### src/rtl/aes_cipher_iter.sv
// aes_cipher_iter: iterative AES-128 encryption, one round per clock.
// The plaintext is accepted in IDLE, with round key 0 applied on the accept
// edge. Rounds 1..10 then run on the following ten edges, so out_valid rises
// on the 11th edge counting the accept edge itself. The result is held in
// DONE until out_ready.
// Optional build macro AES_CIPHER_KEY_LATCH_EN: capture the whole expanded
// key on accept so that w may change while a block is in flight. Without it,
// w must stay stable from accept until out_valid.
//
// state | meaning
// IDLE  | waiting for a plaintext, in_ready = 1
// RUN   | applying round round_q (1..10), one round per clock
// DONE  | ciphertext on out, out_valid = 1 until out_ready
module aes_cipher_iter (
  input  logic          clk,
  input  logic          rst_n,
  input  logic          in_valid,
  output logic          in_ready,
  input  logic [127:0]  in,
  input  logic [1407:0] w,
  output logic          out_valid,
  input  logic          out_ready,
  output logic [127:0]  out
);

  typedef enum logic [1:0] {IDLE, RUN, DONE} fsm_t;

  // Forward S-box. Byte 0 sits in the most significant position.
  localparam logic [2047:0] SBOX = {
    128'h637c777bf26b6fc53001672bfed7ab76,
    128'hca82c97dfa5947f0add4a2af9ca472c0,
    128'hb7fd9326363ff7cc34a5e5f171d83115,
    128'h04c723c31896059a071280e2eb27b275,
    128'h09832c1a1b6e5aa0523bd6b329e32f84,
    128'h53d100ed20fcb15b6acbbe394a4c58cf,
    128'hd0efaafb434d338545f9027f503c9fa8,
    128'h51a3408f929d38f5bcb6da2110fff3d2,
    128'hcd0c13ec5f974417c4a77e3d645d1973,
    128'h60814fdc222a908846eeb814de5e0bdb,
    128'he0323a0a4906245cc2d3ac629195e479,
    128'he7c8376d8dd54ea96c56f4ea657aae08,
    128'hba78252e1ca6b4c6e8dd741f4bbd8b8a,
    128'h703eb5664803f60e613557b986c11d9e,
    128'he1f8981169d98e949b1e87e9ce5528df,
    128'h8ca1890dbfe6426841992d0fb054bb16
  };

  fsm_t          fsm_q, fsm_d;
  logic [3:0]    round_q;
  logic [127:0]  st_q;
  logic          accept;
  logic          last_round;
  logic [1407:0] key_src;
  logic [127:0]  rk;
  logic [7:0]    sb [16];
  logic [7:0]    sr [16];
  logic [7:0]    mc [16];
  logic [127:0]  round_out;

  function automatic logic [7:0] sbox(input logic [7:0] x);
    return SBOX[{~x, 3'b000} +: 8];
  endfunction

  function automatic logic [7:0] xtime(input logic [7:0] b);
    return {b[6:0], 1'b0} ^ (b[7] ? 8'h1b : 8'h00);
  endfunction

  // Round-key bytes are big-endian within each 32-bit word, so row k of
  // column c pairs with slice byte 4c+(3-k).
  function automatic logic [127:0] add_round_key(input logic [127:0] s,
                                                 input logic [127:0] k);
    logic [127:0] r;
    r = '0;
    for (int c = 0; c < 4; c++) begin
      for (int b = 0; b < 4; b++) begin
        r[8*(4*c+b) +: 8] = s[8*(4*c+b) +: 8] ^ k[8*(4*c+3-b) +: 8];
      end
    end
    return r;
  endfunction

`ifdef AES_CIPHER_KEY_LATCH_EN
  logic [1407:0] key_q;

  // Capture the expanded key with the plaintext; rounds read only this copy.
  always_ff @(posedge clk or negedge rst_n) begin
    if (!rst_n) begin
      key_q <= '0;
    end else if (accept) begin
      key_q <= w;
    end
  end

  assign key_src = key_q;
`else
  assign key_src = w;
`endif

  // State register of the control FSM.
  always_ff @(posedge clk or negedge rst_n) begin
    if (!rst_n) begin
      fsm_q <= IDLE;
    end else begin
      fsm_q <= fsm_d;
    end
  end

  // Next state and handshake outputs.
  always_comb begin
    fsm_d     = fsm_q;
    in_ready  = 1'b0;
    out_valid = 1'b0;
    accept    = 1'b0;
    case (fsm_q)
      IDLE: begin
        in_ready = 1'b1;
        if (in_valid) begin
          accept = 1'b1;
          fsm_d  = RUN;
        end
      end
      RUN: begin
        if (last_round) begin
          fsm_d = DONE;
        end
      end
      DONE: begin
        out_valid = 1'b1;
        if (out_ready) begin
          fsm_d = IDLE;
        end
      end
      default: fsm_d = IDLE;
    endcase
  end

  assign last_round = (round_q == 4'd10);

  // Cipher state and round counter; the counter parks at 10 once reached.
  always_ff @(posedge clk or negedge rst_n) begin
    if (!rst_n) begin
      st_q    <= '0;
      round_q <= '0;
    end else begin
      case (fsm_q)
        IDLE: begin
          if (accept) begin
            st_q    <= add_round_key(in, w[127:0]);
            round_q <= 4'd1;
          end
        end
        RUN: begin
          st_q <= round_out;
          if (!last_round) begin
            round_q <= round_q + 4'd1;
          end
        end
        DONE: begin
          if (out_ready) begin
            round_q <= '0;
          end
        end
        default: round_q <= '0;
      endcase
    end
  end

  // Round-key select by round number.
  always_comb begin
    rk = '0;
    for (int r = 0; r <= 10; r++) begin
      if (round_q == r[3:0]) begin
        rk = key_src[128*r +: 128];
      end
    end
  end

  // SubBytes: sixteen parallel S-box lookups.
  always_comb begin
    for (int j = 0; j < 16; j++) begin
      sb[j] = sbox(st_q[8*j +: 8]);
    end
  end

  // ShiftRows: row r of column c comes from column (c+r) mod 4.
  always_comb begin
    for (int c = 0; c < 4; c++) begin
      for (int r = 0; r < 4; r++) begin
        sr[4*c+r] = sb[4*((c+r)%4)+r];
      end
    end
  end

  // MixColumns on each column, byte 4c+0 being row 0.
  always_comb begin
    for (int c = 0; c < 4; c++) begin
      mc[4*c+0] = xtime(sr[4*c+0]) ^ xtime(sr[4*c+1]) ^ sr[4*c+1]
                ^ sr[4*c+2] ^ sr[4*c+3];
      mc[4*c+1] = sr[4*c+0] ^ xtime(sr[4*c+1]) ^ xtime(sr[4*c+2])
                ^ sr[4*c+2] ^ sr[4*c+3];
      mc[4*c+2] = sr[4*c+0] ^ sr[4*c+1] ^ xtime(sr[4*c+2])
                ^ xtime(sr[4*c+3]) ^ sr[4*c+3];
      mc[4*c+3] = xtime(sr[4*c+0]) ^ sr[4*c+0] ^ sr[4*c+1]
                ^ sr[4*c+2] ^ xtime(sr[4*c+3]);
    end
  end

  // AddRoundKey; the final round bypasses MixColumns.
  always_comb begin
    round_out = '0;
    for (int c = 0; c < 4; c++) begin
      for (int k = 0; k < 4; k++) begin
        round_out[8*(4*c+k) +: 8] = (last_round ? sr[4*c+k] : mc[4*c+k])
                                  ^ rk[8*(4*c+3-k) +: 8];
      end
    end
  end

  assign out = st_q;

endmodule
### config.mk
export PLATFORM = sky130hd
export DESIGN_NAME = aes_cipher_iter
export DESIGN_NICKNAME = d
export VERILOG_FILES = /design/src/rtl/aes_cipher_iter.sv
export SDC_FILE = /design/constraint.sdc
export NUM_CORES = 2
export LEC_CHECK = 0
export BUFFER_PORTS_ARGS = -buffer_cell sky130_fd_sc_hd__buf_2
export CORE_AREA = 2 2 654 656
export CTS_CLUSTER_DIAMETER = 50
export CTS_CLUSTER_SIZE = 12
export DETAILED_ROUTE_END_ITERATION = 6
export DIE_AREA = 0 0 656 658
export PLACE_DENSITY = 0.38
export SKIP_LAST_GASP = 1
export SYNTH_ARGS = -nofsm -noshare
export SYNTH_HDL_FRONTEND = slang
export SYNTH_SLANG_ARGS = --single-unit
### constraint.sdc
create_clock -name clk -period 5.18 [get_ports clk]
set_input_delay 0.518 -clock clk [delete_from_list [all_inputs] [get_ports clk]]
set_output_delay 0.518 -clock clk [all_outputs]
set_load 0.02 [all_outputs]
# Yosys cells after proc, flatten, opt, wreduce, memory -nomap -nowiden
# Index checks and enable logic that the tools add are counted.
classes:
  add_sub_neg: 1
  mul: 0
  n_div: 0
  order_cmp: 0
  n_eq_ne: 17
  shifts: 16
  n_mux: 57
  n_bitwise: 128
  n_reduce_logical: 6
ops:
  columns: ["operator", "count"]
  rows:
  - ["$shiftx 2048x12->8 const A", 16]
  - ["$mux 128", 12]
  - ["$xor 8x8->8", 96]
  - ["$pmux 128 s2", 1]
  - ["$mux 8", 16]
  - ["$not 8->8", 16]
  - ["$xor 8x5->8", 16]
  - ["$mux 5", 16]
  - ["$eq 4x3->1 const B", 4]
  - ["$eq 4x4->1 const B", 3]
  - ["$mux 4", 3]
  - ["$pmux 4 s3", 1]
  - ["$ne 2x2->1 const B", 5]
  - ["$eq 4x2->1 const B", 2]
  - ["$mux 2", 3]
  - ["$pmux 2 s3", 1]
  - ["$reduce_and 3->1", 2]
  - ["$add 4x1->4 const B", 1]
  - ["$eq 4x1->1 const B", 1]
  - ["$logic_not 4->1", 1]
  - ["$mux 1", 4]
  - ["$eq 2x1->1 const B", 1]
  - ["$eq 2x2->1 const B", 1]
  - ["$logic_not 2->1", 1]
  - ["other kinds (2)", 2]
totals:
  ff_bits: 134
  latch_bits: 0
  ramBits: 0
  romBits: 0
  output_inout_bits: 130
  memories: 0

# Depth between registers and ports, before layout
depth:
  ltp_word: 14
  depth_mapped: 18
  mapped_depth_nobuf: 13

# Worst setup path before layout
# No wires, ideal clock.
synth_timing:
  path_type: "reg2reg"
  startpoint: "register st_q[57] (netlist: out[57])"
  endpoint: "register st_q[84] (netlist: out[84])"
  setup_time_ns: 0.137
  arrival_ns: 4.462
  path_slack_ns: 0.582
  path_stages_with_launch: 18
  n_path_buf: 4
  synth_period_minus_slack_ns: 4.598
  path_cell_list: "dfrtp_1 > clkbuf_1 > clkbuf_1 > inv_1 > ha_1 > clkbuf_1 > nor2_1 > o21ai_0 > o31ai_1 > mux4_2 > mux4_2 > buf_2 > xor2_1 > xor2_1 > xnor2_1 > xnor2_1 > a211oi_1 > a21oi_1"
synth_via:
  elab_chain_cells: 9
synth_lines:
  columns: ["element", "line", "source"]
  rows:
  - ["start: declaration", "50", "logic [127:0] st_q;"]
  - ["start signal: assignment", "148", "st_q <= add_round_key(in, w[127:0]);"]
  - ["start signal: assignment", "153", "st_q <= round_out;"]
  - ["$not 8->8 (*)", "61", "return SBOX[{~x, 3'b000} +: 8];"]
  - ["$shiftx 2048x12->8 (*)", "61", null]
  - ["$mux 5", "65", "return {b[6:0], 1'b0} ^ (b[7] ? 8'h1b : 8'h00);"]
  - ["$xor 8x5->8", "65", null]
  - ["$xor 8x8->8", "202", "^ xtime(sr[4*c+3]) ^ sr[4*c+3];"]
  - ["$xor 8x8->8 (*)", "202", null]
  - ["$mux 8 (*)", "213", "round_out[8*(4*c+k) +: 8] = (last_round ? sr[4*c+k] : mc[4*c+k])"]
  - ["$xor 8x8->8 (*)", "214", "^ rk[8*(4*c+3-k) +: 8];"]
  - ["$pmux 128 s2 (*)", "145", "case (fsm_q)"]
# Mark *: on every way between the ends. The rest lies on a longest branch, timed or not.
# A chain may end at the register's enable or synchronous reset.

# Final worst setup path
layout_timing:
  startpoint: "register round_q[1]"
  endpoint: "register st_q[113] (netlist: out[113])"
layout_via:
  elab_chain_cells: 14
  word_cells_on_any_way: 25
  classes_between: "eq/ne: 10; mux: 13; bitwise: 1; reduce/logical: 1"
layout_lines:
  columns: ["element", "line", "source"]
  rows:
  - ["start: declaration", "49", "logic [3:0] round_q;"]
  - ["start signal: assignment", "155", "round_q <= round_q + 4'd1;"]
  - ["$logic_not 4->1", "172", "if (round_q == r[3:0]) begin"]
  - ["$mux 128 (11 in a row)", "172", null]
  - ["$xor 8x8->8 (*)", "214", null]
  - ["$pmux 128 s2 (*)", "145", null]
# Marks and branches as above.

==> qor.yml <==
fin_util: 0.237
detail_route.wl_per_cell_um: 47.4
synth_cells: 11440
worstPathCellList: "ha_4 > nor3b_2 > buf_12 > nor3_1 > a221oi_1 > a21oi_1 > o221ai_2 > nand2_1 > xnor2_1 > xnor3_1 > o21ai_1 > buf_4 > o21ai_0"
drv_cap: 1
hold_viol: 0
reg2reg_to: "out[113]"
cts_root_buf: "clkbuf_16"
clock_latency_ns: 0.60
syn_avg_cell_area_um2: 6.75
synth.distinct_cells: 104
cp_num_cells: 13
gp_congestion: 1.06
cp.required_ns: 5.61
io_buffers: 1669
areaGrowthSynthToFinish_pct: 30.5
report.final.slew_viol_count: 2
routed_wirelength_mm: 913
period_share: 1.02
final_common_cell: "buf_2"
cp-start-kind: "flop"
ys_ff_latch: 134
yosysTopAreaCell: "mux4_2"
antenna_found_initial: 361
synth-main-ff-cell: "dfrtp_1"
multiInputGateArea_mm2: 0.0683
synth.top_cell.area_share: 0.0893
fin_area_mm2: 0.101
nNetsFinal: 14818
fin_ws_ns: -0.112
grt_pass1_wl_mm: 1150
skew_ns: 0.0308
ys.warnings.count: 0
slowest_delay_ns: 0.57
r2r_slack_ns: -0.11
dieHeight_um: 658
crit_fanout: 54
die_area_mm2: 0.432
dp_hpwl_mm: 755
critPathArrivalTime_ns: 5.72
grt_util_all_layers: 0.401
cts.sinks: 134
dp_slack_ns: -0.425
setup_viol: 6
critical_path.startpoint: "round_q[1]"
cp_top_family: "compound AO/OA/AOI/OAI gates"
fp-row-count: 240
synth_fp_nets: 13215
fill_cells: 48883
clockBufferDepth: 2
io_pins: 1670
synth_edf_count: 0
violations: "DRC, capacitance limit, slew limit, setup timing"
outcome: "complete, but fails checks"
crit_path_end_kind: "flop"
die_w_um: 656
cp_num_buf_inv: 2
worst-setup-path-type: "reg2reg"
worstHoldStart: "out_ready"
final_cell_mix: "buf_2, buf_4, o21ai_0"
regArea_mm2: 0.00348
synth-async-reset-ratio: 1.00
seq_area_frac_synth: 0.0434
numCtsBuffers: 17
viasPerCell: 6.11
r2r_start: "round_q[1]"
synth_area_leaders: "mux4_2, o21ai_0, xnor2_1"
cts.clk_slew.worst_paths_ns: 0.08
coreArea_mm2: 0.425
slew_headroom: -0.193
globalRouteOverflowTotal: 0
placed_cell_area_mm2: 0.0987
dr.pass1.iters: 7
initial_utilization: 0.182
max_slew.worst_pin.slew_ns: 1.77
rsz0062_at_grt: "true"
tritoncts: "done"
syn_area_mm2: 0.0772
antenna_left: 0
via_count: 117695
drc: 300
hp-class: "in2reg"
cts.htree.levels: 4
max_freq_ghz: 0.189
finalCriticalPeriod_ns: 5.29
critPathSlowestCell: "ha_4"
grt_max_degree: 143
layout-drive-gt1-share: 0.283
reg2regPathDepth: 13
drt_iter0_drc: 19607
critPathCapture: "out[113]"
grt_pass1_vias: 106009
sequential cells by signal, summed over array words and instances (netlist names):
| register | count |
|---|---|
| out | 128 |
| fsm_q | 2 |
| round_q | 4 |
worst min path at each step:
| stage | endpoint | cells after the start |
|---|---|---|
| 6_report | fsm_q[1] | 2 |
| 5_1_grt | fsm_q[1] | 2 |
| 4_1_cts | fsm_q[1] | 2 |
| 3_5_place_dp | out[103] | 2 |
| 3_3_place_gp | out[103] | 2 |
| 2_1_floorplan | fsm_q[0] | 0 |
synth_stat cells (120+ instances only):
master,count
xor2_1,253
a311oi_1,133
nor2_1,962
nor3_1,382
a211oi_1,206
o21ai_0,1022
a22oi_1,152
a31oi_1,199
dfrtp_1,134
nand2b_1,339
buf_1,187
a21oi_1,960
nand3_1,299
clkbuf_1,902
o31ai_1,171
xnor2_1,549
o221ai_1,136
o22ai_1,141
o211ai_1,199
a221oi_1,369
o311ai_0,132
buf_2,271
ha_1,235
mux4_2,306
mux2i_1,120
nand2_1,867
nor2b_1,328
routing by layer:
layer | GRT usage | vias up | wire [um]
met1 | 0.496 | 59392 | 355000
met3 | 0.131 | 1798 | 104000
met2 | 0.577 | 9078 | 372000
li1 | - | 47293 | -
met5 | 0 | - | 876
met4 | 0.294 | 134 | 81100
timing repair:
action                                  in CTS  in global routing
hold endpoints to repair                    55                  0
hold buffers                                 1                  0
buffers inserted                             0                  0
endpoints found under the setup margin       4                  5
resized for setup                            5                  4
cell families after synthesis:
| family | count (synthesis) | synth area share |
|---|---|---|
| muxes | 480 | 0.113 |
| xor gates and xnor gates | 826 | 0.0978 |
| buffers and inverters | 1534 | 0.0797 |
| and+or+nand+nor | 3736 | 0.236 |
| adders and majority gates | 237 | 0.0383 |
| DFF | 134 | 0.0434 |
| AOI/OAI and AO/OA | 4493 | 0.392 |
cell type report:
class                      count  area share
tap                         5687      0.0706
clock inverter                11     0.00139
timing repair buffer        2959       0.192
antenna                      535      0.0133
sequential                   134      0.0345
inverter                     159     0.00593
clock buffer                  21     0.00447
multi-input combinational   9772       0.678
worst register-to-register path: stages, from the launching register on:
cell and delay (ns):
dfrtp_1 0.50, ha_4 0.57, nor3b_2 0.46, buf_12 0.31
nor3_1 0.39, a221oi_1 0.44, a21oi_1 0.16, o221ai_2 0.34
nand2_1 0.44, xnor2_1 0.29, xnor3_1 0.42, o21ai_1 0.45
buf_4 0.26, o21ai_0 0.09
stage by stage:
step                hold WS (ns)  TNS [ns]  cells
finish                     0.138    -0.344  19278
global route               0.162    -0.108  19103
CTS                        0.111   -0.0578  18743
detailed placement         0.488     -1.15  18710
global placement           0.491     -1.61  18707
floorplan                  0.222         0  11440
Power is left out: the tool's default activity adds up to more than one toggle a clock period on the data nets, which glitch-free logic cannot reach.
